<file path="config.mk">
export PLATFORM = sky130hd
export DESIGN_NAME = load_unit_flat
export DESIGN_NICKNAME = d
export VERILOG_FILES = /design/src/rtl/load_unit_if.sv /design/src/rtl/load_unit.sv /design/src/flat_wrapper.sv
export SDC_FILE = /design/constraint.sdc
export NUM_CORES = 1
export LEC_CHECK = 0
export ABC_AREA = 1
export CAP_MARGIN = 0
export CORE_ASPECT_RATIO = 0.7
export CORE_MARGIN = 8
export CORE_UTILIZATION = 25
export DETAILED_ROUTE_END_ITERATION = 8
export GPL_ROUTABILITY_DRIVEN = 1
export PLACE_DENSITY_LB_ADDON = 0.05
export RECOVER_POWER = 25
export REMOVE_ABC_BUFFERS = 1
export SYNTH_ARGS = -nofsm -noshare
export SYNTH_HDL_FRONTEND = slang
export SYNTH_SLANG_ARGS = --single-unit
</file>
<file path="constraint.sdc">
create_clock -name clk_in -period 9.85 [get_ports clk_in]
set_input_delay 2.955 -clock clk_in [delete_from_list [all_inputs] [get_ports clk_in]]
set_output_delay 2.955 -clock clk_in [all_outputs]
set_load 0.02 [all_outputs]
</file>
<file path="src/rtl/load_unit_if.sv">
// Bus bundle between the load unit, the load buffer, the data memory and the CDB.
// The slave modport is the load unit; the master modport is its environment.
interface load_unit_if #(
  parameter int unsigned ADDR_W = 10
);
  // Issue side (load buffer)
  logic              valid_in;
  logic [31:0]       addr_in;
  logic [2:0]        rob_ix_in;
  logic [2:0]        funct3_in;
  logic              read_out;
  logic              flush_in;
  // Data memory read port
  logic              mem_en_out;
  logic [ADDR_W-1:0] mem_addr_out;
  logic [31:0]       mem_rdata_in;
  // CDB side
  logic              valid_out;
  logic [31:0]       result_out;
  logic [2:0]        rob_ix_out;
  logic              fault_out;
  logic              cdb_ready_in;

  modport slave (
    input  valid_in, addr_in, rob_ix_in, funct3_in, flush_in, mem_rdata_in, cdb_ready_in,
    output read_out, mem_en_out, mem_addr_out, valid_out, result_out, rob_ix_out, fault_out
  );

  modport master (
    output valid_in, addr_in, rob_ix_in, funct3_in, flush_in, mem_rdata_in, cdb_ready_in,
    input  read_out, mem_en_out, mem_addr_out, valid_out, result_out, rob_ix_out, fault_out
  );
endinterface

</file>
<file path="src/rtl/load_unit.sv">
// Load unit: issues word reads to a fixed-latency memory, extracts and extends the
// addressed byte/half/word, and queues results in order for the CDB. An occupancy
// counter (pipeline + FIFO) provides credit-based backpressure to the load buffer.
module load_unit #(
  parameter int unsigned MEM_LATENCY = 2,
  parameter int unsigned RESP_DEPTH  = 4,
  parameter int unsigned ADDR_W      = 10
) (
  input  logic        clk_in,
  input  logic        rst_in,
  load_unit_if.slave  bus
);
  localparam int unsigned PtrW = $clog2(RESP_DEPTH);
  localparam int unsigned CntW = PtrW + 1;

  typedef struct packed {
    logic       valid;
    logic [2:0] rob;
    logic [2:0] f3;
    logic [1:0] off;
    logic       fault;
  } stage_t;

  typedef struct packed {
    logic [31:0] data;
    logic [2:0]  rob;
    logic        fault;
  } entry_t;

  stage_t          pipe_q [MEM_LATENCY];
  stage_t          tail;
  entry_t          fifo_q [RESP_DEPTH];
  entry_t          push_entry;
  entry_t          head;
  logic [PtrW:0]   wr_ptr_q, rd_ptr_q;
  logic [CntW-1:0] count_q, count_d;
  logic            accept, fault, push, pop, empty;
  logic [7:0]      byte_sel;
  logic [15:0]     half_sel;
  logic            unused_addr;

  assign unused_addr = ^bus.addr_in[31:ADDR_W+2];

  // Classify the offered load and decide whether it is accepted this cycle
  always_comb begin
    fault = 1'b1;
    unique case (bus.funct3_in)
      3'b000, 3'b100: fault = 1'b0;
      3'b001, 3'b101: fault = bus.addr_in[0];
      3'b010:         fault = |bus.addr_in[1:0];
      default:        fault = 1'b1;
    endcase
    // Gated by reset so nothing is accepted while reset is held
    accept = rst_in && bus.valid_in && !bus.flush_in && (count_q < CntW'(RESP_DEPTH));
  end

  assign bus.read_out     = accept;
  assign bus.mem_en_out   = accept && !fault;
  assign bus.mem_addr_out = bus.addr_in[ADDR_W+1:2];

  // Latency pipeline; faulting loads ride along to keep completion in order
  always_ff @(posedge clk_in or negedge rst_in) begin
    if (!rst_in) begin
      for (int unsigned i = 0; i < MEM_LATENCY; i++) pipe_q[i] <= '0;
    end else if (bus.flush_in) begin
      for (int unsigned i = 0; i < MEM_LATENCY; i++) pipe_q[i] <= '0;
    end else begin
      pipe_q[0] <= '{valid: accept, rob: bus.rob_ix_in, f3: bus.funct3_in,
                     off: bus.addr_in[1:0], fault: fault};
      for (int unsigned i = 1; i < MEM_LATENCY; i++) pipe_q[i] <= pipe_q[i-1];
    end
  end

  // Extract and extend the addressed field from the returning memory word
  always_comb begin
    tail = pipe_q[MEM_LATENCY-1];
    unique case (tail.off)
      2'd0:    byte_sel = bus.mem_rdata_in[7:0];
      2'd1:    byte_sel = bus.mem_rdata_in[15:8];
      2'd2:    byte_sel = bus.mem_rdata_in[23:16];
      default: byte_sel = bus.mem_rdata_in[31:24];
    endcase
    half_sel = tail.off[1] ? bus.mem_rdata_in[31:16] : bus.mem_rdata_in[15:0];
    push_entry.rob   = tail.rob;
    push_entry.fault = tail.fault;
    push_entry.data  = '0;
    if (!tail.fault) begin
      unique case (tail.f3)
        3'b000:  push_entry.data = {{24{byte_sel[7]}}, byte_sel};
        3'b100:  push_entry.data = {24'h0, byte_sel};
        3'b001:  push_entry.data = {{16{half_sel[15]}}, half_sel};
        3'b101:  push_entry.data = {16'h0, half_sel};
        3'b010:  push_entry.data = bus.mem_rdata_in;
        default: push_entry.data = '0;
      endcase
    end
    push = tail.valid;
  end

  // Result FIFO head and pop handshake
  always_comb begin
    empty          = (wr_ptr_q == rd_ptr_q);
    head           = fifo_q[rd_ptr_q[PtrW-1:0]];
    pop            = !empty && bus.cdb_ready_in;
    bus.valid_out  = !empty;
    bus.result_out = empty ? 32'h0 : head.data;
    bus.rob_ix_out = empty ? 3'h0  : head.rob;
    bus.fault_out  = !empty && head.fault;
  end

  // FIFO storage needs no reset; the pointers define which entries are live
  always_ff @(posedge clk_in) begin
    if (push && !bus.flush_in) fifo_q[wr_ptr_q[PtrW-1:0]] <= push_entry;
  end

  // Occupancy: +1 on accept, -1 on pop; a same-cycle pop is not credited to accept
  always_comb begin
    count_d = count_q;
    if (accept && !pop)      count_d = count_q + CntW'(1);
    else if (!accept && pop) count_d = count_q - CntW'(1);
    if (bus.flush_in)        count_d = '0;
  end

  // Pointer and occupancy registers
  always_ff @(posedge clk_in or negedge rst_in) begin
    if (!rst_in) begin
      wr_ptr_q <= '0;
      rd_ptr_q <= '0;
      count_q  <= '0;
    end else if (bus.flush_in) begin
      wr_ptr_q <= '0;
      rd_ptr_q <= '0;
      count_q  <= '0;
    end else begin
      wr_ptr_q <= wr_ptr_q + {{PtrW{1'b0}}, push};
      rd_ptr_q <= rd_ptr_q + {{PtrW{1'b0}}, pop};
      count_q  <= count_d;
    end
  end
endmodule

</file>
<file path="src/flat_wrapper.sv">
// flat-port wrapper written by rule: the top's interface ports become plain ports
module load_unit_flat 
#(
  parameter int unsigned MEM_LATENCY = 2,
  parameter int unsigned RESP_DEPTH  = 4,
  parameter int unsigned ADDR_W      = 10
)
  (clk_in, rst_in, bus_valid_in, bus_addr_in, bus_rob_ix_in, bus_funct3_in, bus_flush_in, bus_mem_rdata_in, bus_cdb_ready_in, bus_read_out, bus_mem_en_out, bus_mem_addr_out, bus_valid_out, bus_result_out, bus_rob_ix_out, bus_fault_out);
  load_unit_if #(.ADDR_W(ADDR_W)) bus_i ();
  input  logic clk_in;
  input  logic rst_in;
  input wire logic [$bits(bus_i.valid_in)-1:0] bus_valid_in;
  input wire logic [$bits(bus_i.addr_in)-1:0] bus_addr_in;
  input wire logic [$bits(bus_i.rob_ix_in)-1:0] bus_rob_ix_in;
  input wire logic [$bits(bus_i.funct3_in)-1:0] bus_funct3_in;
  input wire logic [$bits(bus_i.flush_in)-1:0] bus_flush_in;
  input wire logic [$bits(bus_i.mem_rdata_in)-1:0] bus_mem_rdata_in;
  input wire logic [$bits(bus_i.cdb_ready_in)-1:0] bus_cdb_ready_in;
  output wire logic [$bits(bus_i.read_out)-1:0] bus_read_out;
  output wire logic [$bits(bus_i.mem_en_out)-1:0] bus_mem_en_out;
  output wire logic [$bits(bus_i.mem_addr_out)-1:0] bus_mem_addr_out;
  output wire logic [$bits(bus_i.valid_out)-1:0] bus_valid_out;
  output wire logic [$bits(bus_i.result_out)-1:0] bus_result_out;
  output wire logic [$bits(bus_i.rob_ix_out)-1:0] bus_rob_ix_out;
  output wire logic [$bits(bus_i.fault_out)-1:0] bus_fault_out;
  assign bus_i.valid_in = bus_valid_in;
  assign bus_i.addr_in = bus_addr_in;
  assign bus_i.rob_ix_in = bus_rob_ix_in;
  assign bus_i.funct3_in = bus_funct3_in;
  assign bus_i.flush_in = bus_flush_in;
  assign bus_i.mem_rdata_in = bus_mem_rdata_in;
  assign bus_i.cdb_ready_in = bus_cdb_ready_in;
  assign bus_read_out = bus_i.read_out;
  assign bus_mem_en_out = bus_i.mem_en_out;
  assign bus_mem_addr_out = bus_i.mem_addr_out;
  assign bus_valid_out = bus_i.valid_out;
  assign bus_result_out = bus_i.result_out;
  assign bus_rob_ix_out = bus_i.rob_ix_out;
  assign bus_fault_out = bus_i.fault_out;
  load_unit #(.MEM_LATENCY(MEM_LATENCY), .RESP_DEPTH(RESP_DEPTH), .ADDR_W(ADDR_W)) u_core (.clk_in(clk_in), .rst_in(rst_in), .bus(bus_i));
endmodule
</file>
==> results of run 1 <==
==> stage by stage <==
step	util	std cells	total power [µW]	cell area, µm²	setup WS (ps)
2_1_floorplan	-	689	952	7530	3370
3_3_place_gp	0.291	1204	1050	9010	2140
3_5_place_dp	0.291	1204	1060	9010	2160
4_1_cts	0.311	1236	1740	9620	2140
5_1_grt	0.310	1236	1790	9600	1140
6_report	0.310	1236	1710	9600	1400
==> power by group <==
part           leakage [µW]  total [µW]  switching [µW]  internal (µW)
Combinational       0.00167         208             133           75.0
Clock              0.000309         678             275            403
Sequential          0.00170         826            9.64            817
==> worst register-to-register path: stages, from the launching register on <==
cell and delay (ps):
dfrtp_2 860, buf_4 550, xnor2_1 200, nand3_2 320
nand2_1 220, nand2_2 110, inv_1 80, fa_1 410
nor2_1 100, nand2_1 70, o21ai_0 70
==> registers in the layout, summed over array words and instances (netlist names) <==
signal,cells
u_core.push,1
u_core.rd_ptr_q,3
u_core.fifo_q,144
u_core.pipe_q,19
u_core.wr_ptr_q,3
u_core.count_q,3
==> final cells by class <==
type                    count  area share
clock buffers              26      0.0597
repair buffers             95      0.0947
flip-flops and latches    173       0.526
well taps                 420      0.0547
multi-input cells         421       0.224
clock inverters             6     0.00417
inverters                  95      0.0371
==> worst paths after layout <==
| kind | slack (ps) | end |
|---|---|---|
| max in group asynchronous | 5110 | u_core.rd_ptr_q[0]$_DFF_PN0_ |
| setup / recovery | 1400 | bus_read_out |
| setup reg to reg | 6780 | u_core.count_q[1]$_DFFE_PN0P_ |
| hold reg to reg | 460 | u_core.pipe_q[7]$_DFF_PN0_ |
| hold / removal | 460 | u_core.pipe_q[7]$_DFF_PN0_ |
| min in group asynchronous | 3650 | u_core.wr_ptr_q[1]$_DFF_PN0_ |
==> Yosys cell counts, types with 7 or more instances <==
master    number  share of area
edfxtp_1     144           0.55
nor2_1       119          0.057
inv_1         91          0.044
nand2_1       79          0.038
o21ai_0       74          0.047
o22ai_1       44          0.035
dfrtp_1       29          0.093
a21oi_1       24          0.015
clkbuf_1      23          0.011
a21oi_2       21          0.024
o21ai_1       18          0.012
buf_2         14         0.0090
buf_4         12          0.012
a41oi_1        7         0.0078
o31ai_1        7         0.0067
==> placed cells by master, fill, tap and decap left out, drive strengths merged, types with 3 or more instances in the layout <==
master         netlist  final
a21oi               45     45
a41oi                7      7
buf                 29      9
clkbuf              23     29
clkdlybuf4s50        0     74
clkinv               0      4
dfrtp               29     29
dlygate4sd3          0      9
edfxtp             144    144
ha                   4      4
inv                 95     97
nand2               83     83
nand3                5      5
nand4                3      3
nor2               120    120
nor3                 5      5
o21ai               94     94
o22ai               44     44
o31ai                7      7
==> cells by family (layout without fill, tap and decap cells) <==
logic type               after synthesis  after routing  share of synthesized area
multiplexers                           1              1                    0.00128
flip-flops                           173            173                      0.646
XOR/XNOR                               1              1                    0.00112
adder cells (fa/ha/maj)                5              5                    0.00897
buffers and inverters                147            222                     0.0815
AND/OR/NAND/NOR                      217            217                      0.111
AO/OA/AOI/OAI                        197            197                      0.150
==> layer usage <==
metal  up-vias  part of all wire  global-route usage  routed length, µm
met5         -                 0                   0                  0
li1       2649                 -                   -                  -
met3        13             0.049              0.0316               1170
met1      2746              0.46               0.169              10800
met2       113              0.48               0.213              11400
met4         0            0.0085              0.0303                201
==> flow_metrics.env, run 1 <==
export IMPL_worstMarginPinSlew_ps=2330
export IMPL_violations="max-capacitance violations, max-slew violations"
export IMPL_dpl_hpwl_um=14400
export IMPL_num_vias=5521
export IMPL_drv_cap=2
export IMPL_numClockSinks=173
export IMPL_p_per_area_nw_per_um2=178
export IMPL_cp_top_family="buffers and inverters"
export IMPL_worst_setup_path_end_kind="output pin"
export IMPL_cpMaxStageDelayCell="clkbuf_1"
export IMPL_fin_skew_ps=11.7
export IMPL_cp_max_fo=26
export IMPL_period_share=0.857
export IMPL_dr_pass1_iters=5
export IMPL_holdWs_ps=458
export IMPL_antennaDiodeCount=0
export IMPL_ys_seq_area_frac=0.646
export IMPL_cts_root_buf="clkbuf_16"
export IMPL_core_rowCount=54
export IMPL_max_stage_delay_ps=900
export IMPL_grt_pass1_wl_um=35400
export IMPL_clk_latency_ps=430
export IMPL_hold_depth=2
export IMPL_multi_input_area_um2=2150
export IMPL_hold_start="u_core.pipe_q[17]$_DFF_PN0_"
export IMPL_gp_congestion=0.698
export IMPL_crit_type="in -> out"
export IMPL_ctsResizeCount=0
export IMPL_status="finished, violations left"
export IMPL_drc=0
export IMPL_max_clock_path_buffers=2
export IMPL_die_w_um=227
export IMPL_port_buffers=83
export IMPL_finalHoldViolCount=0
export IMPL_fmax_mhz=118
export IMPL_syn_to_final_growth_pct=22.9
export IMPL_drt_iter0_drc=299
export IMPL_startpoint_type="input pin"
export IMPL_cp_depth=6
export IMPL_seqCellArea_um2=5050
export IMPL_cts_setup_buffers=0
export IMPL_cts_buffers=17
export IMPL_leakage_uw=0.00367
export IMPL_ant_nets=0
export IMPL_ys_flop_type="edfxtp_1"
export IMPL_grt_max_degree=61
export IMPL_nFillCells=3216
export IMPL_max_vdd_ir_drop_uv=108
export IMPL_ys_ff_latch=173
export IMPL_start_util=0.253
export IMPL_rsz0062_at_grt="false"
export IMPL_io_pins=124
export IMPL_rr_worst_depth=10
export IMPL_syn_avg_cell_area_um2=10.5
export IMPL_globalRouteOverflowTotal=0
export IMPL_slew_violations=67
export IMPL_cp_required_ps=6900
export IMPL_cts_tree="done"
export IMPL_worstSetupStartpoint="bus_flush_in"
export IMPL_viasPerCell=4.47
export IMPL_fin_crit_ps=8450
export IMPL_hold_class="reg -> reg"
export IMPL_arrival_ps=5490
export IMPL_setup_violations=0
export IMPL_grt_total_usage=0.129
export IMPL_synthesis_area_um2=7810
export IMPL_drive_gt1_frac=0.0980
export IMPL_rr_startpoint="u_core.rd_ptr_q[0]$_DFF_PN0_"
export IMPL_wl_per_cell_um=19.1
export IMPL_critPathBufInv=5
export IMPL_die_h_um=164
export IMPL_htreeDepth=4
export IMPL_grt_antenna_before_repair=0
export IMPL_coreArea_um2=30900
export IMPL_ys_types=30
export IMPL_yosysWarnings=0
export IMPL_async_flop_share=0.168
export IMPL_path_cells="dlygate4sd3_1, clkbuf_1, inv_2, nand4_1, inv_1, clkdlybuf4s50_1"
export IMPL_setup_tns_ps=0
export IMPL_relSlewSlack=-0.550
export IMPL_wl_um=23600
export IMPL_grt_pass1_vias=5721
export IMPL_die_area_um2=37300
export IMPL_syn_inst=741
export IMPL_cts_clk_slew_worst_paths_ps=60
export IMPL_synth_edf_count=144
export IMPL_ctsHoldBuffers=0
export IMPL_nNetsFinal=883
Power figures use the tool's default switching activity.
==> run 2: changes to the inputs <==
--- a/config.mk
+++ b/config.mk
@@ -10,6 +10,7 @@
 export CORE_ASPECT_RATIO = 0.7
 export CORE_MARGIN = 8
 export CORE_UTILIZATION = 25
+export CTS_CLUSTER_SIZE = 25
 export DETAILED_ROUTE_END_ITERATION = 8
 export GPL_ROUTABILITY_DRIVEN = 1
 export PLACE_DENSITY_LB_ADDON = 0.05
==> results of run 2 <==
The final DEF is identical to that of run 1; final timing and power are the same.
